$ cat config.mk
export PLATFORM = sky130hd
export DESIGN_NAME = inv_key_schedule
export DESIGN_NICKNAME = d
export VERILOG_FILES = /design/src/rtl/inv_key_schedule.sv
export SDC_FILE = /design/constraint.sdc
export NUM_CORES = 2
export LEC_CHECK = 0
export CAP_MARGIN = 20
export CORE_ASPECT_RATIO = 1.75
export CORE_MARGIN = 2
export CORE_UTILIZATION = 30
export DETAILED_ROUTE_END_ITERATION = 12
export MAX_ROUTING_LAYER = met4
export PLACE_DENSITY = 0.55
export SYNTH_ARGS = -nofsm -noshare
export SYNTH_HDL_FRONTEND = slang
export SYNTH_HIERARCHICAL = 1
export SYNTH_SLANG_ARGS = --single-unit
$ cat constraint.sdc
create_clock -name clk -period 25.8 [get_ports clk]
set_input_delay 5.16 -clock clk [delete_from_list [all_inputs] [get_ports clk]]
set_output_delay 5.16 -clock clk [all_outputs]
set_load 0.01 [all_outputs]
$ cat src/rtl/inv_key_schedule.sv
// ============================================================================
// Module   : inv_key_schedule
// Brief    : AES-128 decryption key scheduler emitting round keys 10 down to 0
//            from either the cipher key or the final round key.
// Revision : 1.0 - initial release
// ============================================================================
`default_nettype none

module sub_byte (
    input  logic [7:0] in_byte,
    output logic [7:0] out_byte
);
    function automatic logic [7:0] gf_mul(input logic [7:0] a, input logic [7:0] b);
        logic [7:0] p;
        logic [7:0] aa;
        p  = 8'h00;
        aa = a;
        for (int i = 0; i < 8; i++) begin
            if (b[i]) p = p ^ aa;
            aa = {aa[6:0], 1'b0} ^ (aa[7] ? 8'h1b : 8'h00);
        end
        return p;
    endfunction

    // x^254 is the multiplicative inverse in GF(2^8) and maps 0 to 0
    function automatic logic [7:0] gf_inv(input logic [7:0] x);
        logic [7:0] sq;
        logic [7:0] acc;
        sq  = x;
        acc = 8'h01;
        for (int i = 1; i < 8; i++) begin
            sq  = gf_mul(sq, sq);
            acc = gf_mul(acc, sq);
        end
        return acc;
    endfunction

    logic [7:0] w_inv;

    always_comb begin
        w_inv    = gf_inv(in_byte);
        out_byte = w_inv ^ {w_inv[6:0], w_inv[7]} ^ {w_inv[5:0], w_inv[7:6]}
                 ^ {w_inv[4:0], w_inv[7:5]} ^ {w_inv[3:0], w_inv[7:4]} ^ 8'h63;
    end
endmodule

module inv_key_schedule #(
    parameter int NR = 10
) (
    input  logic         clk,
    input  logic         rst_n,
    input  logic         start,
    input  logic         key_is_last,
    input  logic [127:0] key_in,
    input  logic         abort,
    output logic         busy,
    output logic [127:0] key_out,
    output logic [3:0]   round_out,
    output logic         key_valid,
    input  logic         key_ready,
    output logic         done
);
    typedef enum logic [1:0] {IDLE = 2'd0, FWD = 2'd1, EMIT = 2'd2} state_t;

    state_t       state_q, state_d;
    logic [127:0] key_q, key_d;
    logic [3:0]   cnt_q, cnt_d;
    logic [3:0]   round_q, round_d;
    logic         valid_q, valid_d;
    logic         done_q, done_d;

    logic [31:0]  w0, w1, w2, w3, w3_inv, sbox_in, sub_out, t;
    logic [3:0]   rcon_idx;
    logic [127:0] fwd_key, inv_key;

    function automatic logic [7:0] rcon(input logic [3:0] i);
        case (i)
            4'd0:    return 8'h01;
            4'd1:    return 8'h02;
            4'd2:    return 8'h04;
            4'd3:    return 8'h08;
            4'd4:    return 8'h10;
            4'd5:    return 8'h20;
            4'd6:    return 8'h40;
            4'd7:    return 8'h80;
            4'd8:    return 8'h1b;
            4'd9:    return 8'h36;
            default: return 8'h00;
        endcase
    endfunction

    genvar gi;
    generate
        for (gi = 0; gi < 4; gi++) begin : g_sbox
            sub_byte u_sbox (.in_byte(sbox_in[8*gi +: 8]), .out_byte(sub_out[8*gi +: 8]));
        end
    endgenerate

    // The single SubWord datapath is shared: FWD rotates w3, EMIT rotates the recovered w3 = w7^w6
    always_comb begin
        w0       = key_q[127:96];
        w1       = key_q[95:64];
        w2       = key_q[63:32];
        w3       = key_q[31:0];
        w3_inv   = w3 ^ w2;
        sbox_in  = (state_q == FWD) ? {w3[23:0], w3[31:24]} : {w3_inv[23:0], w3_inv[31:24]};
        rcon_idx = (state_q == FWD) ? cnt_q : ((round_q == 4'd0) ? 4'd0 : round_q - 4'd1);
        t        = sub_out ^ {rcon(rcon_idx), 24'h0};
        fwd_key  = {w0 ^ t, w1 ^ w0 ^ t, w2 ^ w1 ^ w0 ^ t, w3 ^ w2 ^ w1 ^ w0 ^ t};
        inv_key  = {w0 ^ t, w1 ^ w0, w2 ^ w1, w3_inv};
    end

    always_comb begin
        state_d = state_q;
        key_d   = key_q;
        cnt_d   = cnt_q;
        round_d = round_q;
        valid_d = valid_q;
        done_d  = 1'b0;
        if (abort) begin
            state_d = IDLE;
            valid_d = 1'b0;
        end else begin
            case (state_q)
                IDLE: begin
                    if (start) begin
                        key_d = key_in;
                        if (key_is_last) begin
                            state_d = EMIT;
                            round_d = 4'(NR);
                            valid_d = 1'b1;
                        end else begin
                            state_d = FWD;
                            cnt_d   = 4'd0;
                        end
                    end
                end
                FWD: begin
                    key_d = fwd_key;
                    cnt_d = cnt_q + 4'd1;
                    if (cnt_q == 4'(NR - 1)) begin
                        state_d = EMIT;
                        round_d = 4'(NR);
                        valid_d = 1'b1;
                    end
                end
                EMIT: begin
                    if (key_ready) begin
                        if (round_q != 4'd0) begin
                            key_d   = inv_key;
                            round_d = round_q - 4'd1;
                        end else begin
                            state_d = IDLE;
                            valid_d = 1'b0;
                            done_d  = 1'b1;
                        end
                    end
                end
                default: begin
                    state_d = IDLE;
                    valid_d = 1'b0;
                end
            endcase
        end
    end

    always_ff @(posedge clk or negedge rst_n) begin
        if (!rst_n) begin
            state_q <= IDLE;
            key_q   <= '0;
            cnt_q   <= '0;
            round_q <= '0;
            valid_q <= 1'b0;
            done_q  <= 1'b0;
        end else begin
            state_q <= state_d;
            key_q   <= key_d;
            cnt_q   <= cnt_d;
            round_q <= round_d;
            valid_q <= valid_d;
            done_q  <= done_d;
        end
    end

    assign busy      = (state_q != IDLE);
    assign key_out   = key_q;
    assign round_out = round_q;
    assign key_valid = valid_q;
    assign done      = done_q;
endmodule

`default_nettype wire

Word-level counts from Yosys, hierarchy flattened
Memories as Yosys holds them, arrays and structs flattened.
Cells that the tools add are included.
{"block": "totals", "ff_bits": 140, "rom_bits": 128, "inputBits": 134, "output_inout_bits": 135, "word_cells": 1668, "n_memories": 1}
{"name": "(name not given)", "depth": 16, "width": 8, "rd": 1, "rd_clocked_by_memory_dff": 0, "write_ports": 0, "line_no": "77", "rtl": "case (i)"}
{"block": "classes", "n_addsub": 2, "eq_ne": 14, "muxes": 846, "bitwise": 788, "n_reduce_logical": 11}
{"op": "$xor A8 B8 Y8", "n": 744}
{"op": "$mux W8", "n": 420}
{"op": "$mux W5", "n": 368}
{"op": "$mux W128", "n": 3}
{"op": "$pmux W128 S3", "n": 1}
{"op": "$xor A32 B32 Y32", "n": 11}
{"op": "$mux W4", "n": 13}
{"op": "$mux W32", "n": 1}
{"op": "$mux W7", "n": 4}
{"op": "$not A1 Y1 const A", "n": 28}
{"op": "$mux W6", "n": 4}
{"op": "$mux W2", "n": 10}
{"op": "$not A4 Y4", "n": 4}
{"op": "$mux W1", "n": 14}
{"op": "$mux W3", "n": 4}
{"op": "$ne A3 B3 Y1 const B", "n": 4}
{"op": "$pmux W4 S3", "n": 1}
{"op": "$ne A2 B2 Y1 const B", "n": 5}
{"op": "$reduce_and A5 Y1", "n": 2}
{"op": "$pmux W4 S2", "n": 1}
{"op": "$reduce_and A4 Y1", "n": 2}
{"op": "$reduce_and A7 Y1", "n": 1}
{"op": "$pmux W2 S3", "n": 1}
{"op": "$add A4 B1 Y4 const B", "n": 1}
{"op": "13 further kinds", "n": 14}

Longest topological paths before layout
{"block": "depth", "ltp_word": 139, "ltp_mapped": 73, "mapped_depth_nobuf": 61}

Hierarchy
Netlist, hierarchy kept.
{"module": "sub_byte", "n_inst": 4, "cells_each": 1942, "area_per_inst_um2": 15220.8, "seq_area_each_um2": 0.0}
{"module": "inv_key_schedule", "n_inst": 1, "cells_each": 1276, "area_per_inst_um2": 10538.9, "seq_area_each_um2": 3503.4}

Least setup slack after synthesis
OpenSTA, ideal clock, no wires.
{"block": "synth_path", "path_type": "reg-to-reg", "start": "register state_q[1]", "end": "register key_q[25], in the netlist key_out[25]", "setup_time_ps": 82, "t_arrival_ps": 16987, "t_required_ps": 25718, "path_slack_ps": 8731, "path_stages_with_launch": 69, "n_path_buf": 10, "synth_period_minus_slack_ps": 17069, "cell_sequence": "dfrtp_1 inv_1 ha_1 buf_2 inv_1 clkbuf_1 buf_1 nand2_1 xnor2_1 buf_2 buf_2 nand2_1 xor2_1 inv_2 buf_1 clkbuf_1 ha_1 buf_1 (+33 left out) nand3_1 a311o_1 o211a_1 a21oi_1 xnor2_4 inv_2 xnor2_2 xor2_2 nor2_1 xnor3_1 xnor2_1 xnor3_1 xnor3_1 xnor2_1 xnor3_1 mux2_4 o31a_1 a31oi_1"}
{"block": "synth_via", "elab_chain_cells": 134, "word_cells_on_any_way": 404, "classes_between": "5 x eq/ne; 206 x mux; 189 x bitwise; 3 x reduce/logical; 1 x memory"}
{"element": "start: declaration", "line_no": "65", "rtl": "state_t state_q, state_d;"}
{"element": "start signal: assignment", "line_no": "176", "rtl": "state_q <= state_d;"}
{"element": "$eq A2 B1 Y1 *", "line_no": "106", "rtl": "sbox_in = (state_q == FWD) ? {w3[23:0], w3[31:24]} : {w3_inv[23:0], w3_inv[31:24]};"}
{"element": "$mux W32 *", "line_no": "106"}
{"element": "via sbox_in[31]", "line_no": "72", "rtl": "logic [31:0] w0, w1, w2, w3, w3_inv, sbox_in, sub_out, t;"}
{"element": "$mux W5 / $mux W8 (equally long branches)", "line_no": "20, 19"}
{"element": "$xor A8 B8 Y8 (on tied branches)", "line_no": "20, 19"}
{"element": "$xor A8 B8 Y8 / $mux W8 (equally long branches)", "line_no": "19", "rtl": "if (b[i]) p = p ^ aa;"}
{"element": "$mux W8 / $xor A8 B8 Y8 (equally long branches)", "line_no": "19"}
{"element": "$xor A8 B8 Y8 / $mux W8 (equally long branches)", "line_no": "19"}
{"element": "(+119 left out)"}
{"element": "$xor A8 B8 Y8 (2 in series)", "line_no": "42", "rtl": "out_byte = w_inv ^ {w_inv[6:0], w_inv[7]} ^ {w_inv[5:0], w_inv[7:6]}"}
{"element": "$xor A8 B8 Y8", "line_no": "43", "rtl": "^ {w_inv[4:0], w_inv[7:5]} ^ {w_inv[3:0], w_inv[7:4]} ^ 8'h63;"}
{"element": "$xor A8 B8 Y8 *", "line_no": "43"}
{"element": "$not A4 Y4 (no line) *"}
{"element": "via sub_out[25]", "line_no": "72"}
{"element": "$xor A32 B32 Y32 *", "line_no": "108", "rtl": "t = sub_out ^ {rcon(rcon_idx), 24'h0};"}
{"element": "$xor A32 B32 Y32 *", "line_no": "109", "rtl": "fwd_key = {w0 ^ t, w1 ^ w0 ^ t, w2 ^ w1 ^ w0 ^ t, w3 ^ w2 ^ w1 ^ w0 ^ t};"}
{"element": "$pmux W128 S3 *", "line_no": "124", "rtl": "case (state_q)"}
{"element": "end signal: assignment", "line_no": "177", "rtl": "key_q <= key_d;"}
{"element": "end: declaration", "line_no": "66", "rtl": "logic [127:0] key_q, key_d;"}
Mark *: on every way through the listed nets, which the timed path passes. The rest lies on a longest branch.
A chain may end at the register's enable or synchronous reset.

Worst setup path after layout
{"block": "layout_path", "start": "register state_q[1]", "end": "register key_q[40], in the netlist key_out[40]"}
Same word-level chain as after synthesis.

==> metrics.txt <==
status=completed; area of the multi-input gates=64970 um2; Final setup viols=0; launch instance of the worst register-to-register path=state_q[1]$_DFFE_PN0P_; layout-stage area growth over the synthesis result=9.947%; number of synthesis warnings=6; NumNets Final=9159; DRC viols=0; final hold violation count=0; Post-Route Utilization=33.06%; Worst Hold Launch=key_out[69]$_DFFE_PN0P_; WL per Instance=~22 um; Die X=372.8 um; cells resized by post-CTS repair=0; number of synthesized flops with an enable pin=0; most instantiated cells after synthesis=1513 x sky130_fd_sc_hd__xnor2_1, 1192 x sky130_fd_sc_hd__nor2_1, 979 x sky130_fd_sc_hd__nand2_1; Max stage delay on crit path=1.00 ns; slowest stage cell, crit path=sky130_fd_sc_hd__xnor2_1; HPWL Detailed=200.7 mm; path type of the worst min-delay path=reg2reg; max_slew headroom=16.92%; via count normalized by instance count=5.527; reg-to-reg critical path endpoint=key_out[40]$_DFFE_PN0P_; DIE AREA=242100 um2; number of antenna violations at the first check in global routing=20; maximum number of pins on one net before global-route repair=89; overall die height=~650 um; Post-CTS Hold Fix Bufs=0; Num Clock Sinks=140; post-CTS clock slew at the launch and capture registers of the worst setup and hold paths=about 0.09 ns; maximum fanout encountered on the critical timing path=27; Reg2Reg Setup Slack=between 4 and 5 ns; placer's final routability congestion estimate=about 1; storage element area=3503 um2; Mapped Cells=~9000; TritonRoute pass-1 iters=7; time the final worst path needs with I/O delays and setup=approximately 21 ns; achievable clock frequency=between 40 and 50 MHz; top post-synthesis cells by area=sky130_fd_sc_hd__xnor2_1 19%, sky130_fd_sc_hd__xnor3_1 11%, sky130_fd_sc_hd__nor2_1 6.3%; first-pass GRT wire length=roughly 400 mm; number of max-slew violations in the final report=0; worst hold margin=approximately 0.57 ns; average size of a mapped cell=between 7 and 8 um2; cell accounting for the most synthesized area=sky130_fd_sc_hd__xnor2_1; unrepaired setup endpoints after global routing=false; CTS tree=done; data arrival time at the worst-slack endpoint=21.53 ns; share of post-route cells with drive strength above 1=around 11%; most numerous cell on the critical path=sky130_fd_sc_hd__xnor2_1; Filler Cell Count=24810; effective utilization at floorplan=between 30% and 40%; Crit path required time=26.17 ns; Root Buffer=sky130_fd_sc_hd__clkbuf_16; number of CTS-inserted buffers=17; Initial DRC Count=5075; Max H-tree Level=4; number of top-level design ports=~270; Total Routed Length=261.0 mm; clock tree skew after final layout=0.04087 ns; remaining number of nets flagged by the antenna check after routing=0; I/O Buffers=268; syn_nets=9213; overall fraction of global-route tracks in use=21.33%; sequential cell area fraction in the yosys report=4.905%; nature of the critical path startpoint=register; via count of the first global-routing pass=66180; Worst-Margin Slew=1.237 ns; number of maximum-capacitance violations=0; library cell with the highest instance count after synthesis=sky130_fd_sc_hd__xnor2_1; area of the mapped netlist=71420 um2; fraction of registers with async set or reset after synthesis=100.0%; placement row count=237; largest buffer count on any clock path=2; crit end category=register; period utilisation layout=82.01%; hold endpoint=key_out[69]$_DFFE_PN0P_; hold-critical path depth=2; Worst Setup Path Type=reg2reg; Reg2Reg Depth=63; Setup TNS Final=0 ns; latest clock arrival within the worst-skew pair=0.54 ns; area fraction of the dominant cell type after synthesis=18.55%; Seq cells post-synth=140; global-route congestion overflow total=0; top flip-flop cell by instance count after synthesis=sky130_fd_sc_hd__dfrtp_1; total number of vias=67040; core footprint=237500 um2; Post-CTS Setup Inserts=0; distinct cell type count after synthesis=~120
-- cells in the final DEF (no fill, tap or decap), types with 70 or more instances in the layout --
cell type                         Yosys  routed
sky130_fd_sc_hd__o31ai_1            100     100
sky130_fd_sc_hd__o21ai_1             84      83
sky130_fd_sc_hd__xor2_1             448     440
sky130_fd_sc_hd__o22ai_1            112     112
sky130_fd_sc_hd__nand3_1            202     202
sky130_fd_sc_hd__nor2b_1             85      85
sky130_fd_sc_hd__dfrtp_1            140     140
sky130_fd_sc_hd__buf_4               48     310
sky130_fd_sc_hd__o21ai_0            309     309
sky130_fd_sc_hd__clkdlybuf4s50_1      0     267
sky130_fd_sc_hd__xnor2_1           1513    1454
sky130_fd_sc_hd__mux2i_1            242     242
sky130_fd_sc_hd__inv_1               95      94
sky130_fd_sc_hd__a21oi_1            329     329
sky130_fd_sc_hd__nand2_1            979     979
sky130_fd_sc_hd__nand2b_1           106     106
sky130_fd_sc_hd__o211ai_1            92      92
sky130_fd_sc_hd__xnor2_2            178     234
sky130_fd_sc_hd__nor2_1            1192    1185
sky130_fd_sc_hd__nor3_1             225     225
sky130_fd_sc_hd__xnor3_1            362     362
sky130_fd_sc_hd__a22oi_1             72      72
sky130_fd_sc_hd__a31oi_1             70      70
-- state kept, by name, indices dropped and copies added, names as in the netlist --
signal / count
key_out: 128
cnt_q: 4
round_out: 4
state_q: 2
done: 1
key_valid: 1
-- cell families after synthesis --
logic type / share of synthesized area (%)
AO/OA/AOI/OAI: 18.01
flip-flops: 4.905
XOR/XNOR: 46.40
multiplexers: 4.516
buffers and inverters: 5.015
AND/OR/NAND/NOR: 20.47
adder cells (fa/ha/maj): 0.6832
-- per-layer routing --
metal  GRT usage, %  up-vias  part of all wire [%]
met1          22.82    32480                    37
met4          9.533        0                   4.9
met3          3.598      618                   6.7
met2          38.36     2491                    51
met5              -        -                     0
li1               -    31450                     -
-- worst max-delay path by stage --
stage	start	end	slack [ns]	depth (start not counted)
4_1_cts	state_q[1]$_DFFE_PN0P_	key_out[19]$_DFFE_PN0P_	4.77	60
3_3_place_gp	state_q[1]$_DFFE_PN0P_	key_out[51]$_DFFE_PN0P_	4.95	60
2_1_floorplan	state_q[1]$_DFFE_PN0P_	key_out[25]$_DFFE_PN0P_	8.73	68
5_1_grt	state_q[1]$_DFFE_PN0P_	key_out[40]$_DFFE_PN0P_	3.63	62
3_5_place_dp	state_q[1]$_DFFE_PN0P_	key_out[23]$_DFFE_PN0P_	4.89	60
6_report	state_q[1]$_DFFE_PN0P_	key_out[40]$_DFFE_PN0P_	4.64	63
-- stage by stage --
stage,cells,setup slack (ns),cell area (um2)
2_1_floorplan,9044,8.731,71420
3_3_place_gp,12070,4.946,77840
3_5_place_dp,12080,4.886,77870
4_1_cts,12110,4.774,78470
5_1_grt,12130,3.628,78520
6_report,12130,4.640,78530
-- final cells by class --
class,count,share of cell area (%)
inverters,132,0.6357
clock inverters,15,0.2183
well taps,3107,4.951
clock buffers,17,0.5417
repair buffers,579,6.396
diodes,19,0.06055
multi-input cells,8120,82.74
flip-flops and latches,140,4.461
-- critical path: cells and delay by family (launching register included) --
kind | cells | cell delay, ns
buffers and inverters | 9 | 2.98
muxes | 2 | 0.35
DFF | 1 | 0.43
AOI/OAI and AO/OA | 14 | 4.33
and+or+nand+nor | 14 | 3.30
adders and majority gates | 5 | 2.34
xor gates and xnor gates | 19 | 7.15
Power is not shown: default switching activity piles up to over one toggle a cycle in this logic, so the estimate is an artifact.
